### config.mk
export PLATFORM = sky130hd
export DESIGN_NAME = tokenflow
export DESIGN_NICKNAME = d
export VERILOG_FILES = /design/src/rtl/tokenflow.sv
export SDC_FILE = /design/constraint.sdc
export NUM_CORES = 1
export LEC_CHECK = 0
export CORE_MARGIN = 2
export CORE_UTILIZATION = 50
export DETAILED_ROUTE_END_ITERATION = 6
export PLACE_DENSITY_LB_ADDON = 0.05
export REMOVE_ABC_BUFFERS = 1
export SYNTH_ARGS = -nofsm -noshare
export SYNTH_HDL_FRONTEND = slang
export SYNTH_SLANG_ARGS = --single-unit
### constraint.sdc
create_clock -name clk -period 3.7 [get_ports clk]
set_input_delay 0.37 -clock clk [delete_from_list [all_inputs] [get_ports clk]]
set_output_delay 0.37 -clock clk [all_outputs]
set_load 0.02 [all_outputs]
### src/rtl/tokenflow.sv
// tokenflow: synchronous token source emitting x*(x+1) mod 2^w for
// x = 0,1,2,... over a 4-phase req/ack output channel.
//
// Each token is produced by a w-cycle shift-add multiplier (a = x, b = x+1).
// All outputs are registered.
//
// Ports:
//   clk      - clock, all state updates on the rising edge
//   reset    - synchronous, active-high reset
//   out_data - token value, valid and stable while out_req = 1
//   out_req  - 4-phase request, high while a token is offered
//   out_ack  - 4-phase acknowledge from the consumer
//
// out_ack is sampled directly, with no synchronizer and no added latency.
// If the consumer is truly asynchronous to clk, a synchronizer must be
// placed outside this block, and the handshake timing shifts by its depth.
module tokenflow #(
  parameter int unsigned w = 16
) (
  input  logic         clk,
  input  logic         reset,
  output logic [w-1:0] out_data,
  output logic         out_req,
  input  logic         out_ack
);

  localparam int unsigned IW = (w > 1) ? $clog2(w) : 1;

  typedef enum logic [1:0] {
    MUL,
    REQ,
    ACKLO
  } state_t;

  state_t         state;
  logic [w-1:0]   x;
  logic [w-1:0]   a;
  logic [w-1:0]   b;
  logic [w-1:0]   acc;
  logic [IW-1:0]  idx;
  logic [w-1:0]   acc_next;

  // Partial-product accumulation for the current bit of b.
  always_comb begin
    acc_next = acc;
    if (b[idx]) begin
      acc_next = acc + (a << idx);
    end
  end

  always_ff @(posedge clk) begin
    if (reset) begin
      state    <= MUL;
      x        <= '0;
      a        <= '0;
      b        <= w'(1);
      acc      <= '0;
      idx      <= '0;
      out_req  <= 1'b0;
      out_data <= '0;
    end else begin
      case (state)
        MUL: begin
          acc <= acc_next;
          if (idx == IW'(w - 1)) begin
            out_data <= acc_next;
            out_req  <= 1'b1;
            state    <= REQ;
          end else begin
            idx <= idx + 1'b1;
          end
        end
        REQ: begin
          if (out_ack) begin
            out_req <= 1'b0;
            x       <= x + w'(1);
            state   <= ACKLO;
          end
        end
        ACKLO: begin
          // x has already been advanced, so the next operands are x and x+1.
          if (!out_ack) begin
            a     <= x;
            b     <= x + w'(1);
            acc   <= '0;
            idx   <= '0;
            state <= MUL;
          end
        end
        default: begin
          state <= MUL;
        end
      endcase
    end
  end

endmodule

* After elaboration in Yosys (flattened, before gate mapping)
Cells that the tools add are included. Widths: inputs -> output; s select.
Storage, ports and cells: output and inout port bits 17, bits of input ports 3, logic and storage cells 46, bits in registers 87
Cells by class: add/sub/neg operators 3, bitwise logic cells 1, equal/unequal tests 7, muxes and demuxes 15, reduce and logical (&&, ||, !) cells 10, $lt $le $gt $ge 1, shifts and indexed selects 1
Operator list (number):
- $mux 16 | 2
- $pmux 16 s2 | 1
- $add 16x1->16 const B | 1
- $add 16x16->16 | 1
- $shl 16x4->16 | 1
- $reduce_and 3->1 | 3
- $mux 4 | 2
- $ne 2x2->1 const B | 4
- $pmux 4 s2 | 1
- $reduce_and 2->1 | 4
- $mux 2 | 3
- $pmux 2 s3 | 1
- $lt 4x5->1 const B | 1
- $add 4x1->4 const B | 1
- $bmux 1 s4 | 1
- $eq 4x4->1 const B | 1
- $reduce_bool 2->1 | 2
- $mux 1 | 3
- $eq 2x1->1 const B | 1
- $eq 2x2->1 const B | 1
- $logic_not 2->1 | 1
- $pmux 1 s2 | 1
- $not 1->1 | 1

* Depth between registers and ports, before layout
Gate-level depths: netlist of the first run.
depth after elaboration 4, depth in mapped cells 17, mapped depth without buffers 14

* Worst setup path before layout of the first run
Ideal clock, no wire load.
path type flip-flop to flip-flop, from register idx[1], to register out_data[15], stages on the path, launching flop included 18, arrival time 3.746 ns, buffers on the path 3, library setup time 0.079 ns, setup slack -0.125 ns, clock period less this slack 3.825 ns, data required time 3.621 ns, path through dfxtp_1 > buf_4 > buf_4 > buf_1 > mux2i_1 > nand2_1 > o21ai_0 > nor2_1 > a311oi_1 > a21oi_1 > ha_1 > a21o_1 > a31oi_1 > or3b_2 > o22ai_1 > xor2_1 > mux2_1 > o211ai_1
Between the ends: longest elaborated chain between the ends 3
RTL lines:
- start, declared | line 40 | logic [IW-1:0] idx;
- start signal, assigned | line 70 | idx <= idx + 1'b1;
- $shl 16x4->16 / $bmux 1 s4 (equally long branches) | line 47, 46
- $add 16x16->16 / $mux 1 (equally long branches) | line 47, 46
- $mux 16 | line 46 | if (b[idx]) begin
- end signal, assigned | line 66 | out_data <= acc_next;
- end, declared | line 22 | output logic [w-1:0] out_data,
Several ways; a longest one is shown, not always the timed one. The select of a mux whose other input is x is not followed. A chain may end at the register's enable or synchronous reset.

* Worst setup path after layout of the first run
Ends and elaborated chain as after synthesis.

==> results.py, run 1 <==
metrics = {
    "floorplan": {
        "die_w_um": 105,
        "fp-row-count": 36,
        "die-height_um": 105,
        "die_area_mm2": 0.0109,
        "floorplan.initialDensity": 0.517,
        "core_area_mm2": 0.00977,
        "io_pins": 20,
    },
    "placement": {
        "postPlaceCellArea_mm2": 0.00534,
        "place_hpwl_um": 8410,
        "io_buffers": 19,
        "gp_congestion": 0.915,
    },
    "synth": {
        "synth_async_sr_flop_share": 0,
        "synth_seq_cells": 87,
        "synthTopCellsByCount": "dfxtp_1 (87), nand2_1 (86), nor2_1 (75), a21oi_1 (57), clkbuf_1 (35)",
        "synth_cell_types": 59,
        "ys_seq_area_frac": 0.344,
        "synth_top_area_frac": 0.344,
        "synth.yosys.warnings": 0,
        "synth.avg_cell_area_um2": 8.22,
        "yosysTopAreaCell": "dfxtp_1",
        "yosysMostFrequentCell": "dfxtp_1",
        "synth.area.top_cells": "dfxtp_1 (34%), nand2_1 (6.4%), a21oi_1 (5.6%)",
        "synth_edf_count": 0,
        "ys.flop_type": "dfxtp_1",
        "postSynthCellCount": 615,
        "synth_area_mm2": 0.00506,
    },
    "timing": {
        "maxSlewHeadroom": 0.463,
        "fmax_ghz": 0.289,
        "finalMaxSlewViolations": 0,
        "hold_viol": 0,
        "worstMarginPinSlew_ps": 806,
        "clock_skew_ps": 6.01,
        "rsz0062_at_grt": "no",
        "min_period_ps": 3460,
        "timing.final.crit_share": 0.935,
        "setup_viol": 0,
    },
    "clock_network": {
        "cts_tree": "built",
        "postCtsHoldBufs": 0,
        "htreeDepth": 3,
        "cts_buffer_depth": 2,
        "cts.sinks": 87,
        "worstSkewPairLatency_ps": 370,
        "root_buffer": "clkbuf_8",
        "numCtsBuffers": 9,
        "clk_pin_slew_ps": 80,
    },
    "power_and_ir_drop": {
        "p_leak_nw": 2.09,
        "combPwrFrac": 0.148,
        "pwr-share-seq": 0.484,
        "sw_frac_of_total": 0.266,
        "fin_total_pwr_w": 0.00201,
        "intPower_w": 0.00148,
        "irDropWorstVdd_mv": 0.177,
        "power_density_mw_per_mm2": 360,
        "clock_power_share": 0.369,
        "power.switching_w": 0.000536,
    },
    "global_routing": {
        "overflow": 0,
        "grt_max_degree": 48,
        "grt_pass1_wl_um": 19300,
        "grt_pass1_vias": 4006,
        "antenna_found_initial": 0,
        "grtUsageTotal": 0.218,
    },
    "drt": {
        "drt-initial-drc-count": 167,
        "wirelength_um": 11600,
        "antenna_left": 0,
        "drt-vias-per-instance": 5.52,
        "drt_first_pass_iters": 4,
        "drcViolationCount": 0,
        "vias": 4181,
        "wire_per_inst_um": 15.2,
    },
    "final_layout": {
        "seqCellArea_mm2": 0.00175,
        "final_area_mm2": 0.00560,
        "drive_gt1_frac": 0.117,
        "n_antenna_cell": 0,
        "num-fill-cells": 941,
        "nets": 641,
        "areaGrowthSynthToFinish_pct": 10.8,
        "multiInputGateArea_mm2": 0.00309,
    },
    "setup_path": {
        "reg2reg_setup_slack_ps": 240,
        "slowest_delay_ps": 460,
        "worstPathRequired_ps": 3990,
        "crit_type": "reg -> reg",
        "start_kind": "register",
        "path_cells": "mux2_2, o21ai_0, nor2_1, a311oi_1, a21oi_1, ha_1, a21o_1, a31oi_1, or3b_2, o22ai_1, xor2_1, mux2_1, o211ai_1",
        "critical_path_peak_fanout": 9,
        "crit_path_top_delay_cell": "or3b_2",
        "critPathArrivalTime_ps": 3750,
        "cp-end-kind": "register",
    },
    "status": {
        "outcome": "complete, no violations",
    },
    "flow_run": {
        "drv_cap": 0,
    },
    "worst_hold_path": {
        "hold_path.class": "reg -> reg",
    },
}
-- worst paths after layout --
check / from / to / cells after the start
hold / removal: out_data[3]$_SDFFE_PP0P_ / out_data[3]$_SDFFE_PP0P_ / 2
setup / recovery: idx[1]$_SDFFE_PP0P_ / out_data[15]$_SDFFE_PP0P_ / 13
setup reg to reg: idx[1]$_SDFFE_PP0P_ / out_data[15]$_SDFFE_PP0P_ / 13
hold reg to reg: out_data[3]$_SDFFE_PP0P_ / out_data[3]$_SDFFE_PP0P_ / 2
-- cells by family after synthesis --
logic type | synth area share
and+or+nand+nor | 0.210
AOI/OAI and AO/OA | 0.180
DFF | 0.344
buffers and inverters | 0.0482
xor gates and xnor gates | 0.0675
muxes | 0.103
adders and majority gates | 0.0460
-- layout make-up --
| type | instances | area share |
|---|---|---|
| multi-input cells | 475 | 0.552 |
| flip-flops and latches | 87 | 0.312 |
| repair buffers | 41 | 0.0625 |
| well taps | 133 | 0.0297 |
| clock buffers | 11 | 0.0252 |
| clock inverters | 5 | 0.0145 |
| inverters | 6 | 0.00469 |
-- layer usage --
layer | up-vias | share of wire | track usage
li1 | 2187 | - | -
met1 | 1931 | 0.47 | 0.272
met2 | 47 | 0.49 | 0.375
met3 | 16 | 0.022 | 0.0387
met4 | 0 | 0.017 | 0.0867
met5 | - | 0 | 0
-- registers in the layout, summed over array words and instances (netlist names) --
name and flops:
out_req 1, state 2, b 16, a 16, idx 4, out_data 16, acc 16, x 16
-- cell usage in the layout (no fill, tap or decap), types with 15 or more instances in the layout --
cell and n:
a211oi_1 23, a21oi_1 57, buf_4 22, clkdlybuf4s50_1 18, dfxtp_1 85, ha_1 17
mux2i_1 20, nand2_1 86, nand3_1 24, nor2_1 74, xnor2_1 15, xor2_1 24
-- critical path, delay by kind of cell (launching register included) --
family,cells,cell delay (ps)
AOI/OAI and AO/OA,7,1210
muxes,2,700
and+or+nand+nor,2,530
DFF,1,410
adders and majority gates,1,300
xor gates and xnor gates,1,230
-- per-stage QoR --
stage	hold WS [ps]	utilization	TNS, ps	std cells	worst slack [ps]
5_1_grt	495	0.573	0	758	6.68
4_1_cts	462	0.569	0	755	31.6
3_3_place_gp	442	0.546	0	739	99.0
3_5_place_dp	450	0.546	0	739	17.2
2_1_floorplan	425	-	-376	568	-284
6_report	461	0.573	0	758	242
-- timing repair --
item	4_1_cts	5_1_grt
resized for setup	1	7
buffers inserted	0	3
cloned	0	0
endpoints found under the setup margin	1	12
-- power by group through the flow --
stage	clock network (W)	logic, W	registers (W)
after detailed placement	0	0.000291	0.000996
after floorplan	0	0.000199	0.00100
after global placement	0	0.000284	0.000995
after CTS	0.000768	0.000293	0.000974
after global routing	0.000801	0.000329	0.000977
final	0.000743	0.000297	0.000974
Note: power is estimated with default switching activity, not from simulation.
==> inputs of run 2 (changes only) <==
--- a/config.mk
+++ b/config.mk
@@ -13,3 +13,4 @@
 export SYNTH_ARGS = -nofsm -noshare
 export SYNTH_HDL_FRONTEND = slang
 export SYNTH_SLANG_ARGS = --single-unit
+export TNS_END_PERCENT = 30
==> results of run 2 <==
The final DEF is identical to that of run 1; final timing and power are the same.
==> inputs of run 3 (changes only) <==
--- a/config.mk
+++ b/config.mk
@@ -5,6 +5,7 @@
 export SDC_FILE = /design/constraint.sdc
 export NUM_CORES = 1
 export LEC_CHECK = 0
+export ABC_AREA = 1
 export CORE_MARGIN = 2
 export CORE_UTILIZATION = 50
 export DETAILED_ROUTE_END_ITERATION = 6
==> constraint.sdc (replaced) <==
create_clock -name clk -period 3.4 [get_ports clk]
set_input_delay 0.34 -clock clk [delete_from_list [all_inputs] [get_ports clk]]
set_output_delay 0.34 -clock clk [all_outputs]
set_load 0.02 [all_outputs]
==> run 3 against run 2 <==
Compared with the run above:
- count of clock-buffer cells in the layout unchanged
- worst hold slack better by 2.1 ps
- power is 13% higher
- clock power down 8.1%
- sequential power up 11%
- clock skew up 8.0 ps
- sequential share of layout area about the same
- register-to-register slack gained 80 ps
- fmax grew 12%
- area after synthesis increased by 2.3%
- cell area decreased by 0.22%
- critical endpoint is now acc[14]$_SDFFE_PP0P_
- highest routed layer unchanged
==> results.py, run 3 <==
metrics = {
    "placement": {
        "place_hpwl_um": 9620,
        "dp.cells": 918,
        "gp_congestion": 0.885,
        "io_buffers": 19,
        "postPlaceCellArea_mm2": 0.00541,
    },
    "setup_path": {
        "path_cells": "buf_4, buf_4, o21ai_0, nand2_1, nand3_1, o21ai_0, nand2_1, o21ai_0, ha_1, inv_1, nor3_1, nand2_1, or2_2, nand3_1, nand3_1, nand2_1, nand2_1, a21oi_1",
        "crit_path_top_delay_cell": "ha_1",
        "start_kind": "register",
        "critPathArrivalTime_ps": 3370,
        "path_buf_inv": 3,
        "worstPathRequired_ps": 3690,
        "crit_type": "reg -> reg",
        "crit_family": "simple AND/OR/NAND/NOR gates",
        "critical_path_peak_fanout": 13,
        "crit_path_frequent_cell": "nand2_1",
        "slowest_delay_ps": 400,
        "cp-end-kind": "register",
    },
    "final_layout": {
        "final_area_mm2": 0.00559,
        "drive_gt1_frac": 0.0803,
        "nets": 814,
        "seqCellArea_mm2": 0.00174,
        "final_core_util": 0.549,
        "most-common-layout-cells": "nand2_1 (208), dfxtp_1 (86), nand3_1 (79)",
        "num-fill-cells": 1041,
        "areaGrowthSynthToFinish_pct": 8.08,
        "mostFrequentLayoutCell": "nand2_1",
        "n_antenna_cell": 0,
        "final_cells": 933,
        "multiInputGateArea_mm2": 0.00289,
    },
    "clock_network": {
        "clk_pin_slew_ps": 90,
        "cts_buffer_depth": 2,
        "cts.sinks": 87,
        "worstSkewPairLatency_ps": 370,
        "cts_tree": "built",
        "root_buffer": "clkbuf_8",
        "htreeDepth": 3,
        "postCtsHoldBufs": 0,
        "numCtsBuffers": 9,
    },
    "synth": {
        "yosysTopAreaCell": "dfxtp_1",
        "ys_seq_area_frac": 0.337,
        "synth.avg_cell_area_um2": 6.57,
        "synthTopCellsByCount": "nand2_1 (208), dfxtp_1 (87), nand3_1 (79), inv_1 (76), a21oi_1 (61)",
        "synth.area.top_cells": "dfxtp_1 (34%), nand2_1 (15%), nand3_1 (7.6%)",
        "postSynthCellCount": 787,
        "synth_cell_types": 43,
        "synth.yosys.warnings": 0,
        "synth_async_sr_flop_share": 0,
        "synth_seq_cells": 87,
        "synth_edf_count": 0,
        "ys.flop_type": "dfxtp_1",
        "yosysMostFrequentCell": "nand2_1",
        "synth_top_area_frac": 0.337,
        "synth_area_mm2": 0.00517,
    },
    "worst_hold_path": {
        "hold_path.class": "reg -> reg",
    },
    "global_routing": {
        "grt_pass1_wl_um": 21400,
        "grtUsageMet2": 0.426,
        "grt_use_met1": 0.297,
        "use_met3": 0.0334,
        "grt_max_degree": 31,
        "grt_pass1_vias": 4559,
        "grt_busiest_layer": "met2",
        "antenna_found_initial": 0,
        "grtUsageTotal": 0.240,
        "overflow": 0,
    },
    "timing": {
        "tns_ps": 0,
        "finalMaxSlewViolations": 0,
        "setup_viol": 0,
        "maxSlewHeadroom": 0.406,
        "worstMarginPinSlew_ps": 890,
        "timing.final.crit_share": 0.906,
        "min_period_ps": 3080,
        "rsz0062_at_grt": "no",
        "fmax_ghz": 0.325,
        "hold_viol": 0,
        "clock_skew_ps": 14.0,
    },
    "power_and_ir_drop": {
        "power_density_mw_per_mm2": 408,
        "irDropWorstVdd_mv": 0.259,
        "p_leak_nw": 2.53,
    },
    "status": {
        "outcome": "complete, no violations",
    },
    "drt": {
        "wire_per_inst_um": 13.7,
        "drcViolationCount": 0,
        "drt-initial-drc-count": 226,
        "antenna_left": 0,
        "drt_first_pass_iters": 5,
        "wirelength_um": 12700,
        "drt-vias-per-instance": 5.22,
        "vias": 4868,
    },
    "flow_run": {
        "drv_cap": 0,
    },
    "floorplan": {
        "floorplan.initialDensity": 0.508,
        "die_area_mm2": 0.0112,
        "fp-row-count": 37,
        "io_pins": 20,
        "core_area_mm2": 0.0102,
        "die_w_um": 106,
        "die-height_um": 106,
    },
}
## run 3: final timing paths
check                            from                   end  slack (ps)  cells after the start
setup / recovery  idx[0]$_SDFFE_PP0P_  acc[14]$_SDFFE_PP0P_         320                     18
hold / removal      b[0]$_SDFFE_PP1P_     b[0]$_SDFFE_PP1P_         460                      2
setup reg to reg  idx[0]$_SDFFE_PP0P_  acc[14]$_SDFFE_PP0P_         320                     18
hold reg to reg     b[0]$_SDFFE_PP1P_     b[0]$_SDFFE_PP1P_         460                      2
## run 3: where the power goes
group | internal, W | total [W] | switching [W]
combinational | 0.000178 | 0.000516 | 0.000338
sequential | 0.00105 | 0.00108 | 0.0000320
clock | 0.000303 | 0.000683 | 0.000380
total | 0.00153 | 0.00228 | 0.000750
## run 3: cells by family (layout without fill, tap and decap cells)
logic type / Yosys count / in the layout / share of synthesized area
xor+xnor: 19 / 19 / 0.0322
compound gates: 154 / 154 / 0.157
flops: 87 / 87 / 0.337
simple gates: 384 / 384 / 0.323
mux: 1 / 1 / 0.00194
fa+ha+maj: 18 / 18 / 0.0450
buf+inv: 124 / 134 / 0.104
## run 3: area by class of cell
cell class	count	area share
inverter	88	0.0591
tap	136	0.0304
multi-input combinational	576	0.517
sequential	87	0.312
clock buffer	11	0.0271
timing repair buffer	31	0.0492
clock inverter	4	0.00515
## run 3: timing repair
item                                    4_1_cts  5_1_grt
endpoints found under the setup margin        0        2
gates resized for setup                       0        2
buffers inserted                              0        0
## run 3: per-stage QoR
step	hold WS [ps]	total power, W	setup WS, ps
floorplan	409	0.00149	401
global placement	451	0.00162	343
finish	463	0.00228	320
CTS	445	0.00230	245
detailed placement	451	0.00162	278
global route	475	0.00241	13.1
## run 3: metal layers
layer / share of wire / wire length [um] / up-vias
met5: 0 / 0 / -
met1: 0.45 / 5760 / 2200
met4: 0.018 / 231 / 0
met3: 0.031 / 393 / 25
met2: 0.50 / 6350 / 70
li1: - / - / 2573
## run 3: tightest hold or removal path, cell delays in order (launching register included)
cell and delay (ps):
dfxtp_1 320, nand2_1 60, nand2_1 40
